### config.mk
export PLATFORM = sky130hd
export DESIGN_NAME = fetch
export DESIGN_NICKNAME = d
export VERILOG_FILES = /design/src/rtl/cpu_pkg.sv /design/src/rtl/fetch_fifo.sv /design/src/rtl/fetch.sv
export SDC_FILE = /design/constraint.sdc
export NUM_CORES = 1
export LEC_CHECK = 0
export ABC_CLOCK_PERIOD_IN_PS = 17800
export CAP_MARGIN = 25
export CORE_AREA = 2 2 137 139
export DETAILED_ROUTE_END_ITERATION = 16
export DIE_AREA = 0 0 139 141
export PLACE_DENSITY = 0.79
export SYNTH_ARGS = -nofsm -noshare
export SYNTH_HDL_FRONTEND = slang
export SYNTH_HIERARCHICAL = 1
export SYNTH_SLANG_ARGS = --single-unit
### constraint.sdc
create_clock -name clk -period 17.8 [get_ports clk]
set_input_delay 3.56 -clock clk [delete_from_list [all_inputs] [get_ports clk]]
set_output_delay 3.56 -clock clk [all_outputs]
set_load 0.02 [all_outputs]
### src/rtl/cpu_pkg.sv
`default_nettype none
// ============================================================================
// Module   : cpu_pkg
// Brief    : Shared constants, types and helpers for the arRISCado fetch stage.
// Revision : 1.0 - initial release
// ============================================================================
package cpu_pkg;

  // addi x0, x0, 0 : presented to decode whenever no real instruction exists
  localparam logic [31:0] NOP_INSTR        = 32'h0000_0013;
  localparam logic [31:0] DEFAULT_RESET_PC = 32'h0000_0000;

  // FETCH issues requests; DRAIN swallows stale responses after a redirect
  typedef enum logic [0:0] {
    FETCH = 1'b0,
    DRAIN = 1'b1
  } fetch_state_e;

  // One instruction-queue entry: the word and the PC it was fetched from
  typedef struct packed {
    logic [31:0] pc;
    logic [31:0] instr;
  } fetch_entry_t;

  // Force a byte address onto a word boundary
  function automatic logic [31:0] align_word(input logic [31:0] addr);
    return {addr[31:2], 2'b00};
  endfunction

endpackage
`default_nettype wire

### src/rtl/fetch_fifo.sv
`default_nettype none
// ============================================================================
// Module   : fetch_fifo
// Brief    : DEPTH-entry synchronous FIFO of {pc, instr}; clear beats push/pop.
// Revision : 1.0 - initial release
// ============================================================================
module fetch_fifo
  import cpu_pkg::*;
#(
  parameter int DEPTH = 2,
  parameter int CW    = $clog2(DEPTH + 1)
) (
  input  logic          clk,
  input  logic          rst,
  input  logic          i_push,
  input  logic          i_pop,
  input  logic          i_clear,
  input  fetch_entry_t  i_data,
  output fetch_entry_t  o_head,
  output logic [CW-1:0] o_count
);

  // DEPTH is a power of two, so the pointers wrap on their own
  localparam int PW = $clog2(DEPTH);

  fetch_entry_t  r_mem [DEPTH];
  logic [PW-1:0] r_wr_ptr;
  logic [PW-1:0] r_rd_ptr;
  logic [CW-1:0] r_count;

  // Pointer and occupancy bookkeeping; clear empties the queue in one cycle
  always_ff @(posedge clk) begin
    if (rst || i_clear) begin
      r_wr_ptr <= '0;
      r_rd_ptr <= '0;
      r_count  <= '0;
    end else begin
      if (i_push) r_wr_ptr <= r_wr_ptr + PW'(1);
      if (i_pop)  r_rd_ptr <= r_rd_ptr + PW'(1);
      case ({i_push, i_pop})
        2'b10:   r_count <= r_count + CW'(1);
        2'b01:   r_count <= r_count - CW'(1);
        default: r_count <= r_count;
      endcase
    end
  end

  // Entry storage; contents are only meaningful below r_count, so no reset
  always_ff @(posedge clk) begin
    if (i_push && !i_clear) r_mem[r_wr_ptr] <= i_data;
  end

  assign o_head  = r_mem[r_rd_ptr];
  assign o_count = r_count;

endmodule
`default_nettype wire

### src/rtl/fetch.sv
`default_nettype none
// ============================================================================
// Module   : fetch
// Brief    : RV32 instruction-fetch stage: PC ownership, credit-limited imem
//            requests, in-order instruction queue, stall and redirect flush.
// Revision : 1.0 - initial release
// ============================================================================
module fetch
  import cpu_pkg::*;
#(
  parameter logic [31:0] RESET_PC = DEFAULT_RESET_PC,
  parameter int          DEPTH    = 2
) (
  input  logic        clk,
  input  logic        rst,
  output logic        imem_req,
  output logic [31:0] imem_addr,
  input  logic        imem_ready,
  input  logic        imem_rvalid,
  input  logic [31:0] imem_rdata,
  input  logic        redirect,
  input  logic [31:0] redirect_pc,
  input  logic        stall,
  output logic [31:0] next_instruction,
  output logic [31:0] instr_pc,
  output logic        instr_valid
);

  localparam int            CW          = $clog2(DEPTH + 1);
  localparam logic [CW:0]   C_DEPTH_EXT = (CW + 1)'(DEPTH);
  localparam logic [31:0]   C_RESET_PC  = align_word(RESET_PC);

  fetch_state_e  r_state;
  logic [31:0]   r_pc;        // next address to request
  logic [31:0]   r_resp_pc;   // PC belonging to the next response to arrive
  logic [CW-1:0] r_outstanding;

  logic [CW-1:0] w_count;
  logic [CW-1:0] w_out_next;
  logic          w_credit;
  logic          w_accept;
  logic          w_resp;
  logic          w_push;
  logic          w_pop;
  fetch_entry_t  w_head;
  fetch_entry_t  w_push_data;

  // Requests in flight plus words already buffered may never exceed DEPTH,
  // which guarantees every response has a queue slot waiting for it.
  assign w_credit  = ({1'b0, r_outstanding} + {1'b0, w_count}) < C_DEPTH_EXT;
  assign imem_req  = !rst && (r_state == FETCH) && !redirect && w_credit;
  assign imem_addr = r_pc;
  assign w_accept  = imem_req && imem_ready;

  // A response with nothing outstanding is spurious and dropped entirely
  assign w_resp = imem_rvalid && (r_outstanding != '0);

  // Only live FETCH responses enter the queue; redirect kills the one in flight
  assign w_push      = w_resp && !redirect && (r_state == FETCH);
  assign instr_valid = !rst && (w_count != '0);
  assign w_pop       = instr_valid && !stall && !redirect;
  assign w_push_data = '{pc: r_resp_pc, instr: imem_rdata};

  // Outstanding count after this cycle's accept and response
  always_comb begin
    w_out_next = r_outstanding;
    if (w_accept && !w_resp)      w_out_next = r_outstanding + CW'(1);
    else if (!w_accept && w_resp) w_out_next = r_outstanding - CW'(1);
  end

  fetch_fifo #(
    .DEPTH (DEPTH),
    .CW    (CW)
  ) u_fifo (
    .clk     (clk),
    .rst     (rst),
    .i_push  (w_push),
    .i_pop   (w_pop),
    .i_clear (redirect),
    .i_data  (w_push_data),
    .o_head  (w_head),
    .o_count (w_count)
  );

  // Control FSM with PC, response-PC and outstanding-request tracking
  always_ff @(posedge clk) begin
    if (rst) begin
      r_state       <= FETCH;
      r_pc          <= C_RESET_PC;
      r_resp_pc     <= C_RESET_PC;
      r_outstanding <= '0;
    end else begin
      r_outstanding <= w_out_next;
      if (redirect) begin
        r_pc      <= align_word(redirect_pc);
        r_resp_pc <= align_word(redirect_pc);
        r_state   <= (w_out_next != '0) ? DRAIN : FETCH;
      end else begin
        if (w_accept) r_pc      <= r_pc + 32'd4;
        if (w_push)   r_resp_pc <= r_resp_pc + 32'd4;
        if ((r_state == DRAIN) && (w_out_next == '0)) r_state <= FETCH;
      end
    end
  end

  assign next_instruction = instr_valid ? w_head.instr : NOP_INSTR;
  assign instr_pc         = instr_valid ? w_head.pc    : 32'h0;

endmodule
`default_nettype wire

== Word level (Yosys, flattened, before mapping) ==
Memories as Yosys holds them, arrays and structs flattened. A register that Yosys moved wholly into a read port is not among the register bits.
Index checks and enable logic that the tools add are counted.
Cells by class
  add/subtract/negate cells: 9
  magnitude comparators: 1
  equality and inequality tests: 2
  multiplexer cells: 16
  bitwise gates (word level): 1
  reduce and logical (&&, ||, !) cells: 29
Operators with widths (number)
  32-bit two-way mux: 6
  32-bit by 3-bit adder with 32-bit output, second input constant: 2
  1-bit logical AND: 14
  2-bit nonzero test: 7
  1-bit two-way mux: 7
  1-bit zero test: 5
  2-bit by 1-bit adder with 2-bit output, second input constant: 2
  2-bit two-way mux: 2
  2-bit one-hot mux with 2 select lines: 1
  2-bit by 1-bit subtractor with 2-bit output, second input constant: 2
  2-bit by 2-bit adder with 3-bit output: 1
  3-bit by 2-bit < comparator with 1-bit output, second input constant: 1
  1-bit adder, second input constant: 2
  2-bit by 1-bit equality test with 1-bit output, second input constant: 1
  2-bit equality test, second input constant: 1
  2-bit zero test: 1
  2-bit OR reduction: 1
  1-bit logical OR: 1
  1-bit NOT: 1
Word-level totals
  register bits: 71
  bits in writable memories: 128
  input bits: 70
  output and inout bits: 98
  logic and storage cells: 68
  memories kept: 1
Memory list
  u_fifo.r_mem: words 2, width 64, rd ports 1, clocked after Yosys merged registers in 1, write ports 1, line fetch_fifo.sv:26  | fetch_entry_t r_mem [DEPTH];

== Depth between registers and ports, before layout ==
  depth in word-level cells: 13
  mapped depth: 9
  mapped depth without buffers: 8

== Hierarchy ==
The synthesis kept the hierarchy.
By module, submodules not included
  fetch_fifo: instances 1, cells an instance 219, area an instance 4802.1 um^2, sequential area each 3943.8 um^2
  fetch: instances 1, cells an instance 528, area an instance 4140.2 um^2, sequential area each 1261.2 um^2

== Worst setup path before layout ==
No wires, ideal clock.
  kind: input to register
  from: in redirect
  to: mem u_fifo/r_mem[1][0] (netlist name) (enable)
  library setup time: 0.579 ns
  data arrival time: 9.245 ns
  data required time: 17.221 ns
  setup slack: 7.976 ns
  cell stages on the path: 5
  buffers on the path: 2
  cells stage by stage: buf_2 > nor4b_4 > buf_2 > inv_1 > nor3b_1
On the way
  word-level cells in the longest chain between the ends: 6
RTL lines
  start, declared: line fetch.sv:21  | input logic redirect,
  1-bit zero test: line fetch.sv:59  | assign w_push = w_resp && !redirect && (r_state == FETCH);
  1-bit logical AND (2 in series): line fetch.sv:59
  net w_push: line fetch.sv:43  | logic w_push;
  1-bit logical AND: line fetch_fifo.sv:50  | if (i_push && !i_clear) r_mem[r_wr_ptr] <= i_data;
  1-bit two-way mux: line fetch_fifo.sv:50
  1-bit two-way mux (not written as such): line fetch_fifo.sv:50
  end, declared: line fetch_fifo.sv:26
The timed path passes the listed nets, and every way through them passes these cells.

== Worst setup path in the final report ==
  from: in redirect
  to: out imem_req
On the way
  word-level cells in the longest chain between the ends: 3
RTL lines
  1-bit zero test: line fetch.sv:51  | assign imem_req = !rst && (r_state == FETCH) && !redirect && w_credit;
  1-bit logical AND (2 in series): line fetch.sv:51
  end, declared: line fetch.sv:16  | output logic imem_req,
Every way passes these cells.

==> impl_metrics.tcl <==
set metrics [dict create \
    synth.avg_cell_area_um2 12.0 \
    die_w_um 139 \
    grt_setup_unrepaired "no" \
    critPathKind "input pin to output port" \
    pwr-share-comb_pct 11.8 \
    cts_tree "yes" \
    area_growth_pct 27.2 \
    rows 50 \
    drv_cap 0 \
    synth_flop_cell "edfxtp_1" \
    num_io_pins 168 \
    ant_nets 0 \
    synth_common_cells "128 x edfxtp_1, 69 x and2_1, 68 x dfxtp_1" \
    path_common_cell "clkdlybuf4s50_1" \
    grt_max_degree 66 \
    cts_setup_buffers 0 \
    slowest_delay_ps 680 \
    fin_hold_ws_ps 482 \
    reg2reg_depth 7 \
    grt_overflow 0 \
    place_area_um2 10800 \
    finClkSkew_ps 9.62 \
    place_ws_ps 8550 \
    synth.area.top_cells "edfxtp_1 43%, dfxtp_1 15%, mux2_2 8.1%, and2_1 4.8%, xnor2_1 2.9%" \
    power.density_nw_per_um2 90.5 \
    vias 6416 \
    status "finished, final reports clean" \
    core_um2 18300 \
    cts_max_level 4 \
    power_switching_uw 246 \
    cts.clk_slew.worst_paths_ps 70 \
    antenna_found_initial 0 \
    crit_cells 5 \
    yosysWarnings 6 \
    seq_area_frac_synth_pct 58.2 \
    via_per_inst 5.59 \
    yosysTopAreaCellShare_pct 43.0 \
    r2r_setup_slack_ps 14830 \
    grt_pass1_vias 6372 \
    arrival_ps 5650 \
    wl_per_cell_um 17.3 \
    setup_viol 0 \
    cts_made_buffers 17 \
    internal_power_uw 783 \
    cts_root_buf "clkbuf_16" \
    max_freq_mhz 109 \
    post_cts_resized 0 \
    tightest_slew_ps 902 \
    grt_usage_pct 20.5 \
    finalHoldViolCount 0 \
    setup_tns_ps 0 \
    drv_slew 0 \
    first_pass_iters 5 \
    die_area_um2 19600 \
    io_buffers 163 \
    die_h_um 141 \
    worstPathRequired_ps 14240 \
    critical-path-top-delay-family "buffers and inverters" \
    drc 0 \
    final.setup.worst_slack_ps 8590 \
    ir_drop_mv 0.0760 \
    drt_iter0_markers 426 \
    cts_buffer_depth 2 \
    seq_power_share_pct 51.3 \
    ys_async_sr_fraction_pct 0 \
    clkLatencyLatePin_ps 420 \
    end_kind "output port" \
    dp_hpwl_um 13100 \
    gp_congestion 0.882 \
    startpoint_type "input pin" \
    whs_path_depth 2 \
    crit_fanout 45 \
    drive_above_1_share_pct 14.3 \
    syn_inst 747 \
    clock_sinks 196 \
    slew_headroom_pct 39.9 \
    design_area_um2 11400 \
    yosysTopAreaCell "edfxtp_1" \
    switching_share_pct 23.9 \
    yosysMostFrequentCell "edfxtp_1" \
    nets 975 \
    synth_area_um2 8940 \
    p_leak_uw 0.00373 \
    power_uw 1030 \
    hold_buffers 0 \
    grt_pass1_wl_um 32200 \
    power_frac_clock_pct 36.9 \
    start_util_pct 49.0 \
    antennaDiodeCount 0 \
    cp_slowest_cell "clkdlybuf4s50_1" \
    critical_path_buf_inv_count 3 \
    yosysUniqueCellTypes 67 \
    synth-edff-count 128 \
    wirelength_um 19800 \
    holdCritPathClass "register to register" \
    cp_cell_sequence "clkdlybuf4s50_1 -> buf_4 -> or2_2 -> nor4_1 -> clkdlybuf4s50_1" \
    ys_ff_latch 196 \
    period_share_pct 51.8 \
    period_needed_ps 9210 \
]
==> per-layer routing <==
| layer | part of all wire [%] | global-route usage (%) |
|---|---|---|
| met2 | 46 | 32.8 |
| met5 | 0 | 0 |
| met3 | 6.7 | 3.50 |
| met1 | 45 | 28.0 |
| met4 | 2.4 | 8.45 |
==> per-stage QoR <==
step                std cells  utilization, %
global placement         1114            58.8
global route             1147            62.3
detailed placement       1115            59.0
finish                   1147            62.3
CTS                      1147            62.3
floorplan                 752               -
==> kinds of logic after synthesis <==
| kind of cell | share of synthesized area, % |
|---|---|
| AOI/OAI and AO/OA | 8.62 |
| xor gates and xnor gates | 3.43 |
| muxes | 8.41 |
| DFF | 58.2 |
| other | 0.0419 |
| adders and majority gates | 0.784 |
| and+or+nand+nor | 17.3 |
| buffers and inverters | 3.26 |
==> power groups by stage <==
| stage | registers, µW | clock network [µW] | logic, µW |
|---|---|---|---|
| global placement | 536 | 0 | 118 |
| global route | 531 | 406 | 132 |
| detailed placement | 537 | 0 | 121 |
| floorplan | 538 | 0 | 68.5 |
| CTS | 527 | 388 | 122 |
| finish | 528 | 380 | 121 |
==> worst paths after layout <==
check	start	to
worst min register to register	imem_addr[31]$_SDFFE_PP0P_	imem_addr[31]$_SDFFE_PP0P_
worst min-delay path	imem_addr[31]$_SDFFE_PP0P_	imem_addr[31]$_SDFFE_PP0P_
worst max-delay path	redirect	imem_req
worst max register to register	r_outstanding[0]$_SDFF_PP0_	r_state$_SDFFE_PP0P_
==> placed cells by master, fill, tap and decap left out, types with 3 or more instances in the layout <==
cell,instances
inv_6,3
inv_1,22
nor4_1,5
xor2_1,5
nor3_1,18
xnor2_1,30
a311oi_1,3
a32oi_1,4
mux2_2,64
conb_1,6
o211ai_1,7
nand2_1,49
clkdlybuf4s50_1,162
nand4_1,23
o311ai_1,4
nor4_2,4
a21oi_1,28
o21ai_1,10
buf_4,8
or3_1,8
and2_1,69
o21ai_0,8
edfxtp_1,128
ha_1,4
nor2_1,32
a211oi_1,13
nor3_2,9
and4_1,6
a31oi_1,14
a21boi_1,8
clkbuf_16,18
nand3_1,15
and3_1,6
dfxtp_1,67
==> layout make-up <==
type	instances	area, µm²
Fill cell	1454	6890
Sequential cell	196	5210
Multi-Input combinational cell	491	3480
Timing Repair Buffer	172	1710
Clock buffer	22	485
Tap cell	234	293
Clock inverter	10	110
Inverter	22	82.6
==> worst min-delay path, cell delays in order, from the launching register on <==
cell and delay (ps):
dfxtp_1 320, inv_1 50, o21ai_1 60
==> state kept, by name, summed over array words and instances, names as in the netlist, named ones only <==
name	cells
u_fifo/r_wr_ptr	1
imem_addr	30
u_fifo/o_count	2
r_outstanding	2
u_fifo/r_mem	128
r_state	1
u_fifo/r_rd_ptr	1
r_resp_pc	30
No activity file was read; power rests on OpenSTA's default activity.
